### config.mk
export PLATFORM = sky130hd
export DESIGN_NAME = uart_rx_byte
export DESIGN_NICKNAME = d
export VERILOG_FILES = /design/src/rtl/uart_rx_byte.sv
export SDC_FILE = /design/constraint.sdc
export NUM_CORES = 1
export LEC_CHECK = 0
export ABC_AREA = 1
export BUFFER_PORTS_ARGS = -buffer_cell sky130_fd_sc_hd__buf_2
export CAP_MARGIN = 10
export CORE_MARGIN = 5
export CORE_UTILIZATION = 40
export CTS_CLUSTER_SIZE = 28
export DETAILED_ROUTE_END_ITERATION = 10
export GPL_TIMING_DRIVEN = 1
export HOLD_SLACK_MARGIN = 0.08
export PLACE_DENSITY = 0.62
export SKIP_LAST_GASP = 1
export SLEW_MARGIN = 20
export SYNTH_ARGS = -nofsm -noshare
export SYNTH_HDL_FRONTEND = slang
export SYNTH_SLANG_ARGS = --single-unit
### constraint.sdc
create_clock -name clk -period 1.3 [get_ports clk]
set_input_delay 0.13 -clock clk [delete_from_list [all_inputs] [get_ports clk]]
set_output_delay 0.13 -clock clk [all_outputs]
set_load 0.005 [all_outputs]
### src/rtl/uart_rx_byte.sv
// uart_rx_byte: 8N1 serial receiver with an rx metastability synchronizer.
// Recovers one WIDTH-bit character per frame, LSB first, and emits it with a
// one-cycle byteValid strobe; a bad stop bit produces a one-cycle frameError.
// Optional feature macro: UART_RX_PARITY_EN adds a parity bit between the last
// data bit and the stop bit (PARITY_ODD selects odd parity, default even).
module uart_rx_byte #(
    parameter int CLKS_PER_BIT = 434,
    parameter int WIDTH        = 8,
    parameter int SYNC_STAGES  = 2
`ifdef UART_RX_PARITY_EN
    ,
    parameter int PARITY_ODD   = 0
`endif
) (
    input  logic             clk,
    input  logic             reset,
    input  logic             rx,
    output logic [WIDTH-1:0] byteOut,
    output logic             byteValid,
    output logic             frameError,
    output logic             busy
);

    localparam int CW = (CLKS_PER_BIT > 1) ? $clog2(CLKS_PER_BIT) : 1;
    localparam int IW = (WIDTH > 1) ? $clog2(WIDTH) : 1;
    localparam logic [CW-1:0] CNT_LAST = CW'(CLKS_PER_BIT - 1);
    localparam logic [CW-1:0] CNT_HALF = CW'(CLKS_PER_BIT / 2 - 1);
    localparam logic [CW-1:0] CNT_ONE  = CW'(1);
    localparam logic [CW-1:0] CNT_ZERO = CW'(0);
    localparam logic [IW-1:0] IDX_LAST = IW'(WIDTH - 1);
    localparam logic [IW-1:0] IDX_ONE  = IW'(1);
    localparam logic [IW-1:0] IDX_ZERO = IW'(0);
`ifdef UART_RX_PARITY_EN
    localparam logic PAR_ODD_BIT = (PARITY_ODD != 0) ? 1'b1 : 1'b0;
`endif

    typedef enum logic [2:0] {
        S_IDLE   = 3'd0,
        S_START  = 3'd1,
        S_DATA   = 3'd2,
`ifdef UART_RX_PARITY_EN
        S_PARITY = 3'd3,
`endif
        S_STOP   = 3'd4,
        S_BREAK  = 3'd5
    } state_t;

    logic [SYNC_STAGES-1:0] r_sync;
    logic                   w_rxs;

    state_t           r_state, w_state_nx;
    logic [CW-1:0]    r_cnt,   w_cnt_nx;
    logic [IW-1:0]    r_idx,   w_idx_nx;
    logic [WIDTH-1:0] r_shift, w_shift_nx;
    logic [WIDTH-1:0] r_byte,  w_byte_nx;
    logic             r_valid, w_valid_nx;
    logic             r_ferr,  w_ferr_nx;
    logic             r_busy;
`ifdef UART_RX_PARITY_EN
    logic             r_perr,  w_perr_nx;
`endif

    assign w_rxs      = r_sync[SYNC_STAGES-1];
    assign byteOut    = r_byte;
    assign byteValid  = r_valid;
    assign frameError = r_ferr;
    assign busy       = r_busy;

    // Metastability synchronizer for the asynchronous rx line; idles high.
    always_ff @(posedge clk) begin
        if (reset) begin
            r_sync <= {SYNC_STAGES{1'b1}};
        end else begin
            r_sync <= {r_sync[SYNC_STAGES-2:0], rx};
        end
    end

    // State register plus all datapath registers and the registered strobes.
    always_ff @(posedge clk) begin
        if (reset) begin
            r_state <= S_IDLE;
            r_cnt   <= CNT_ZERO;
            r_idx   <= IDX_ZERO;
            r_shift <= {WIDTH{1'b0}};
            r_byte  <= {WIDTH{1'b0}};
            r_valid <= 1'b0;
            r_ferr  <= 1'b0;
            r_busy  <= 1'b0;
`ifdef UART_RX_PARITY_EN
            r_perr  <= 1'b0;
`endif
        end else begin
            r_state <= w_state_nx;
            r_cnt   <= w_cnt_nx;
            r_idx   <= w_idx_nx;
            r_shift <= w_shift_nx;
            r_byte  <= w_byte_nx;
            r_valid <= w_valid_nx;
            r_ferr  <= w_ferr_nx;
            r_busy  <= (w_state_nx != S_IDLE);
`ifdef UART_RX_PARITY_EN
            r_perr  <= w_perr_nx;
`endif
        end
    end

    // Next-state and datapath decode; strobes default low so they last one cycle.
    always_comb begin
        w_state_nx = r_state;
        w_cnt_nx   = r_cnt;
        w_idx_nx   = r_idx;
        w_shift_nx = r_shift;
        w_byte_nx  = r_byte;
        w_valid_nx = 1'b0;
        w_ferr_nx  = 1'b0;
`ifdef UART_RX_PARITY_EN
        w_perr_nx  = r_perr;
`endif
        case (r_state)
            S_IDLE: begin
                if (w_rxs == 1'b0) begin
                    w_cnt_nx   = CNT_ZERO;
                    w_state_nx = S_START;
                end else begin
                    w_cnt_nx   = r_cnt;
                end
            end
            S_START: begin
                if (r_cnt == CNT_HALF) begin
                    // Mid start bit: a high line here was only a glitch.
                    if (w_rxs == 1'b0) begin
                        w_cnt_nx   = CNT_ZERO;
                        w_idx_nx   = IDX_ZERO;
                        w_state_nx = S_DATA;
                    end else begin
                        w_state_nx = S_IDLE;
                    end
                end else begin
                    w_cnt_nx = r_cnt + CNT_ONE;
                end
            end
            S_DATA: begin
                if (r_cnt == CNT_LAST) begin
                    w_cnt_nx          = CNT_ZERO;
                    w_shift_nx[r_idx] = w_rxs;
                    if (r_idx == IDX_LAST) begin
`ifdef UART_RX_PARITY_EN
                        w_state_nx = S_PARITY;
`else
                        w_state_nx = S_STOP;
`endif
                    end else begin
                        w_idx_nx = r_idx + IDX_ONE;
                    end
                end else begin
                    w_cnt_nx = r_cnt + CNT_ONE;
                end
            end
`ifdef UART_RX_PARITY_EN
            S_PARITY: begin
                if (r_cnt == CNT_LAST) begin
                    w_cnt_nx   = CNT_ZERO;
                    w_perr_nx  = (^r_shift) ^ w_rxs ^ PAR_ODD_BIT;
                    w_state_nx = S_STOP;
                end else begin
                    w_cnt_nx = r_cnt + CNT_ONE;
                end
            end
`endif
            S_STOP: begin
                if (r_cnt == CNT_LAST) begin
                    w_cnt_nx = CNT_ZERO;
                    if (w_rxs == 1'b1) begin
                        w_state_nx = S_IDLE;
`ifdef UART_RX_PARITY_EN
                        if (r_perr) begin
                            w_ferr_nx = 1'b1;
                        end else begin
                            w_valid_nx = 1'b1;
                            w_byte_nx  = r_shift;
                        end
`else
                        w_valid_nx = 1'b1;
                        w_byte_nx  = r_shift;
`endif
                    end else begin
                        // Bad stop bit: report once, then wait out any break.
                        w_ferr_nx  = 1'b1;
                        w_state_nx = S_BREAK;
                    end
                end else begin
                    w_cnt_nx = r_cnt + CNT_ONE;
                end
            end
            S_BREAK: begin
                if (w_rxs == 1'b1) begin
                    w_state_nx = S_IDLE;
                end else begin
                    w_state_nx = S_BREAK;
                end
            end
            default: begin
                w_state_nx = S_IDLE;
                w_cnt_nx   = CNT_ZERO;
                w_idx_nx   = IDX_ZERO;
            end
        endcase
    end

endmodule

---- Word-level counts from Yosys, hierarchy flattened ----
Cells that the tools add are included.
storage, ports and cells
  flip-flop bits (word level) ............. 36
  output and inout bits ................... 11
  logic and storage cells ................. 58
operators by class
  add/sub/neg operators ................... 2
  order comparisons ....................... 2
  equality and inequality tests ........... 11
  mux-type cells .......................... 22
  bitwise gates (word level) .............. 3
  reductions and logical operators ........ 9
operator list
  operator                                                               count
  9-bit one-hot mux with 4 select lines                                  1
  3-bit 2-to-1 mux                                                       10
  9-bit 2-to-1 mux                                                       3
  3-bit one-hot mux with 5 select lines                                  1
  9-bit by 1-bit adder with 9-bit output, second input constant          1
  3-bit == test, second input constant                                   3
  9-bit by 8-bit == test with 1-bit output, second input constant        1
  9-bit == test, second input constant                                   1
  3-bit one-hot mux with 3 select lines                                  1
  8-bit bitwise mux                                                      1
  2-bit inequality test, second input constant                           4
  3-bit OR reduction                                                     2
  5-bit AND reduction                                                    1
  3-bit by 4-bit < comparator with 1-bit output, second input constant   1
  3-bit by 1-bit adder with 3-bit output, second input constant          1
  1-bit demux with 3-bit select                                          1
  3-bit by 1-bit == test with 1-bit output, second input constant        1
  3-bit by 2-bit == test with 1-bit output, second input constant        1
  3-bit by 1-bit >= comparator with 1-bit output, second input constant  1
  3-bit zero test                                                        1
  1-bit 2-to-1 mux                                                       3
  1-bit NOT                                                              3
  3-bit AND reduction                                                    1
  3-bit nonzero test                                                     1
  4 further kinds                                                        4

---- Depth between registers and ports, before layout ----
  word-level depth ........................ 5
  gate-level depth with buffers ........... 12
  gate-level depth less buffers ........... 12

---- Least setup slack after synthesis ----
No wires, ideal clock.
  path kind ............................... register to register
  from .................................... register r_cnt[0]
  to ...................................... register r_cnt[3]
  data arrival time ....................... 1276 ps
  required time ........................... 1189 ps
  path slack .............................. -87 ps
  cell stages (with the launch flop) ...... 11
  period minus slack after synthesis ...... 1387 ps
  cell sequence ........................... dfxtp_1 -> ha_1 -> nand2_1 -> nor2_1 -> nand2_4 -> nand2_1 -> nand2_2 -> o21ai_0 -> nand2_1 -> nor2_1 -> nor2_1
on the way
  word-level cells in the longest chain between the ends .. 3
  elaborated cells between the ends (all ways) .. 6
ends and longest elaborated chain
  element                                                               line           RTL
  start, declared                                                       52             logic [CW-1:0] r_cnt, w_cnt_nx;
  start signal, assigned                                                94             r_cnt <= w_cnt_nx;
  9-bit by 1-bit adder with 9-bit output, or another cell as far along  139, 156, 192
  9-bit 2-to-1 mux (on tied branches)                                   143, 171, 129
  9-bit one-hot mux with 4 select lines *                               119            case (r_state)
Mark *: on every way between the ends. The rest lies on a longest branch, timed or not.
A chain may end at the register's enable or synchronous reset.

---- Worst setup path in the final report ----
  from .................................... register r_cnt[1]
  to ...................................... register r_byte[3] (netlist: byteOut[3])
on the way
  word-level cells in the longest chain between the ends .. 2
ends and longest elaborated chain
  element                               line  RTL
  9-bit == test                         171   if (r_cnt == CNT_LAST) begin
  3-bit AND reduction (no source line)  --
  end signal, assigned                  85    r_byte <= {WIDTH{1'b0}};
  end signal, assigned                  97    r_byte <= w_byte_nx;
  end, declared                         55    logic [WIDTH-1:0] r_byte, w_byte_nx;
No other way between the ends.

==> impl_metrics.csv <==
group,metric,value,unit
status,status,"finished, violations left",
status,violations,"negative setup slack",
cts,clkTransAtPathRegs,0.08,ns
critical_path,r2r_cells,10,
routing,drt_first_pass_iters,4,
sta,clock.fmax,642,MHz
cts,cts_root_buffer,"clkbuf_8",
worst_hold_path,hp-start,"reset",
yosys,synthTopCellsByArea,"dfxtp_1 38%, nand2_1 14%, nor2_1 8.5%",
yosys,synth_area_leader_cell,"dfxtp_1",
yosys,synth_area,1890,um^2
cts,cts_buffer_depth,2,
floorplan,num_io_pins,14,
sta,setup_ws,-0.257,ns
cts,cts.sinks,36,
power_and_ir_drop,internal_power,1.76,mW
layout,layout.nets,357,
worst_hold_path,min_to,"r_cnt[1]",
critical_path,rrSetupSlack,-0.26,ns
cts,cts_max_level,2,
yosys,ys_seq_area_frac,0.381,
sta,final-max-slew-violation-count,0,
layout,syn2layout_area_growth,49.0,%
power_and_ir_drop,p_seq_frac,0.488,
power_and_ir_drop,switching_power,531,uW
floorplan,rows,25,
sta,post-route-min-period,1.56,ns
floorplan,die_width,78.7,um
power_and_ir_drop,clockPowerShare,0.441,
critical_path,r2r-start,"r_cnt[1]",
yosys,synth_common_cells,"70 x nand2_1, 43 x nor2_1, 36 x dfxtp_1, 35 x inv_1, 27 x nand3_1",
power_and_ir_drop,p_total,2.29,mW
sta,finalSetupTns,-5.17,ns
sta,relSlewSlack,0.737,
critical_path,critical_path_arrival,1.75,ns
critical_path,cp.required,1.49,ns
power_and_ir_drop,p_leak,1.32,nW
routing,drt-vias-per-instance,4.90,
layout,final_cell_area,2820,um^2
routing,post_drt_wl_per_cell,12.2,um
yosys,ys.flop_type,"dfxtp_1",
grt,grt_pass1_wl,8.32,mm
yosys,async_flop_share,0,
sta,period_share,1.20,
worst_hold_path,whs_path_depth,2,
yosys,syn-num-nets,291,
yosys,synth-edff-count,0,
yosys,yosysTopAreaCellShare,0.381,
yosys,ys_warn_count,0,
yosys,yosysMostFrequentCell,"nand2_1",
routing,drtAntennaViolNets,0,
cts,clk-insertion-delay-late,0.29,ns
placement,globalplace.congestion,0.896,
flow_run,max_cap_viol_count,0,
sta,finalHoldViolations,0,
sta,clock_skew,0.00806,ns
critical_path,crit_type,"reg2reg",
critical_path,worstSetupEndpointType,"flip-flop",
cts,cts_tree,"built",
power_and_ir_drop,swShare,0.232,
routing,dr_total_vias,1978,
grt,antenna_found_initial,0,
yosys,avgSynthCellArea,6.68,um^2
grt,grt_overflow,0,
yosys,syn_inst,283,
sta,fin_hold_ws,0.177,ns
layout,antenna_cells,0,
power_and_ir_drop,vdd_drop_max,0.000570,V
critical_path,r2r_end,"byteOut[3]",
placement,port_buffers,13,
routing,routed_wl,4.92,mm
floorplan,die_area,6200,um^2
layout,fin_cells,404,
yosys,ys_ff_latch,36,
power_and_ir_drop,combPwrFrac,0.071,
floorplan,die_h,78.7,um
sta,setup_viol,33,
sta,rsz0062_at_grt,"yes",
critical_path,critPathLaunchType,"flip-flop",
placement,place_area,2300,um^2
grt,grt_max_degree,19,
yosys,yosysUniqueCellTypes,27,
placement,post-place-ws,-0.195,ns
floorplan,initial_core_util,0.405,
cts,numCtsBuffers,5,
worst_hold_path,min_path_type,"in2reg",
grt,track_usage,0.168,
grt,grt_pass1_vias,1914,
sta,tightest_slew,0.394,ns
floorplan,core,4660,um^2
power_and_ir_drop,power.density,812,nW/um^2
critical_path,critPathMaxFanout,8,
layout,final_core_util,0.604,
layout,drive_above_1_share,0.406,
routing,remaining_drc_errors,0,
routing,drt-initial-drc-count,110,
placement,dpl.cell_count,384,
placement,dp_hpwl,3.43,mm
## placed cells by master (no fill, tap or decap), types with 2 or more instances in the layout
master and count:
a21oi_1 9, a21oi_2 4, buf_2 13, buf_4 44
buf_6 7, clkbuf_8 5, dfxtp_1 30, dfxtp_2 4
dfxtp_4 2, ha_1 2, ha_4 3, inv_1 31
inv_2 4, inv_6 2, nand2_1 58, nand2_2 10
nand2_4 7, nand3_1 19, nand3_2 5, nand3_4 3
nand4_1 6, nor2_1 31, nor2_2 4, nor2_4 10
nor3_1 5, o21ai_0 3, o21ai_1 8, o21ai_2 7
o21ai_4 2, o21bai_1 2, or2_2 2
## registers in the layout, indices dropped and copies added (netlist names)
register / count
byteOut: 8
r_idx: 3
frameError: 1
r_sync: 2
r_shift: 8
byteValid: 1
busy: 1
r_cnt: 9
r_state: 3
## worst max-delay path, cell delays in order, from the launching register on
cell and delay, ns:
dfxtp_2 0.34, inv_4 0.06, ha_4 0.14, nand2_4 0.05, nor2_4 0.11, nand2_4 0.11, nor3_4 0.29, buf_6 0.16
inv_6 0.05, nor2_4 0.09, nor2_1 0.05
## metal layers
metal	part of all wire	wire (um)	up-vias	global-route usage
li1	-	-	1036	-
met1	0.41	2040	904	0.192
met2	0.53	2620	31	0.311
met3	0.038	188	7	0.0317
met4	0.016	79	0	0.0524
met5	0	0	-	0
## worst max path at each step
stage | startpoint | to | slack (ns) | depth (start not counted)
6_report | r_cnt[1] | byteOut[3] | -0.26 | 10
5_1_grt | r_cnt[1] | byteOut[3] | -0.34 | 10
4_1_cts | r_cnt[1] | byteOut[7] | -0.16 | 9
3_5_place_dp | r_cnt[1] | byteOut[0] | -0.19 | 9
3_3_place_gp | r_cnt[1] | byteOut[1] | -0.16 | 9
2_1_floorplan | r_cnt[1] | byteOut[1] | 0.003 | 9
## power groups by stage
stage / logic [mW] / clock network [mW] / registers, mW
after floorplan: 0.0618 / 0 / 1.14
after global placement: 0.112 / 0 / 1.14
after detailed placement: 0.112 / 0 / 1.14
after CTS: 0.134 / 1.04 / 1.12
after global routing: 0.179 / 1.10 / 1.12
final: 0.163 / 1.01 / 1.12
## what timing repair did
action / 4_1_cts / 5_1_grt
hold buffers: 1 / 0
endpoints found under the setup margin: 33 / 34
pin swaps: 11 / 22
resized for setup: 34 / 55
buffers inserted: 2 / 9
hold endpoints to repair: 1 / 0
## cells by family after synthesis
kind of cell / synth area share
simple gates: 0.377
buf+inv: 0.0914
compound gates: 0.113
flops: 0.381
fa+ha+maj: 0.0331
xor+xnor: 0.00464
## cell type report
class / count / area [um^2]
Clock inverter: 3 / 46.3
Multi-Input combinational cell: 204 / 1270
Fill cell: 402 / 1850
Tap cell: 54 / 67.6
Inverter: 37 / 146
Sequential cell: 36 / 733
Clock buffer: 5 / 68.8
Timing Repair Buffer: 65 / 484
Power figures use the tool's default switching activity.
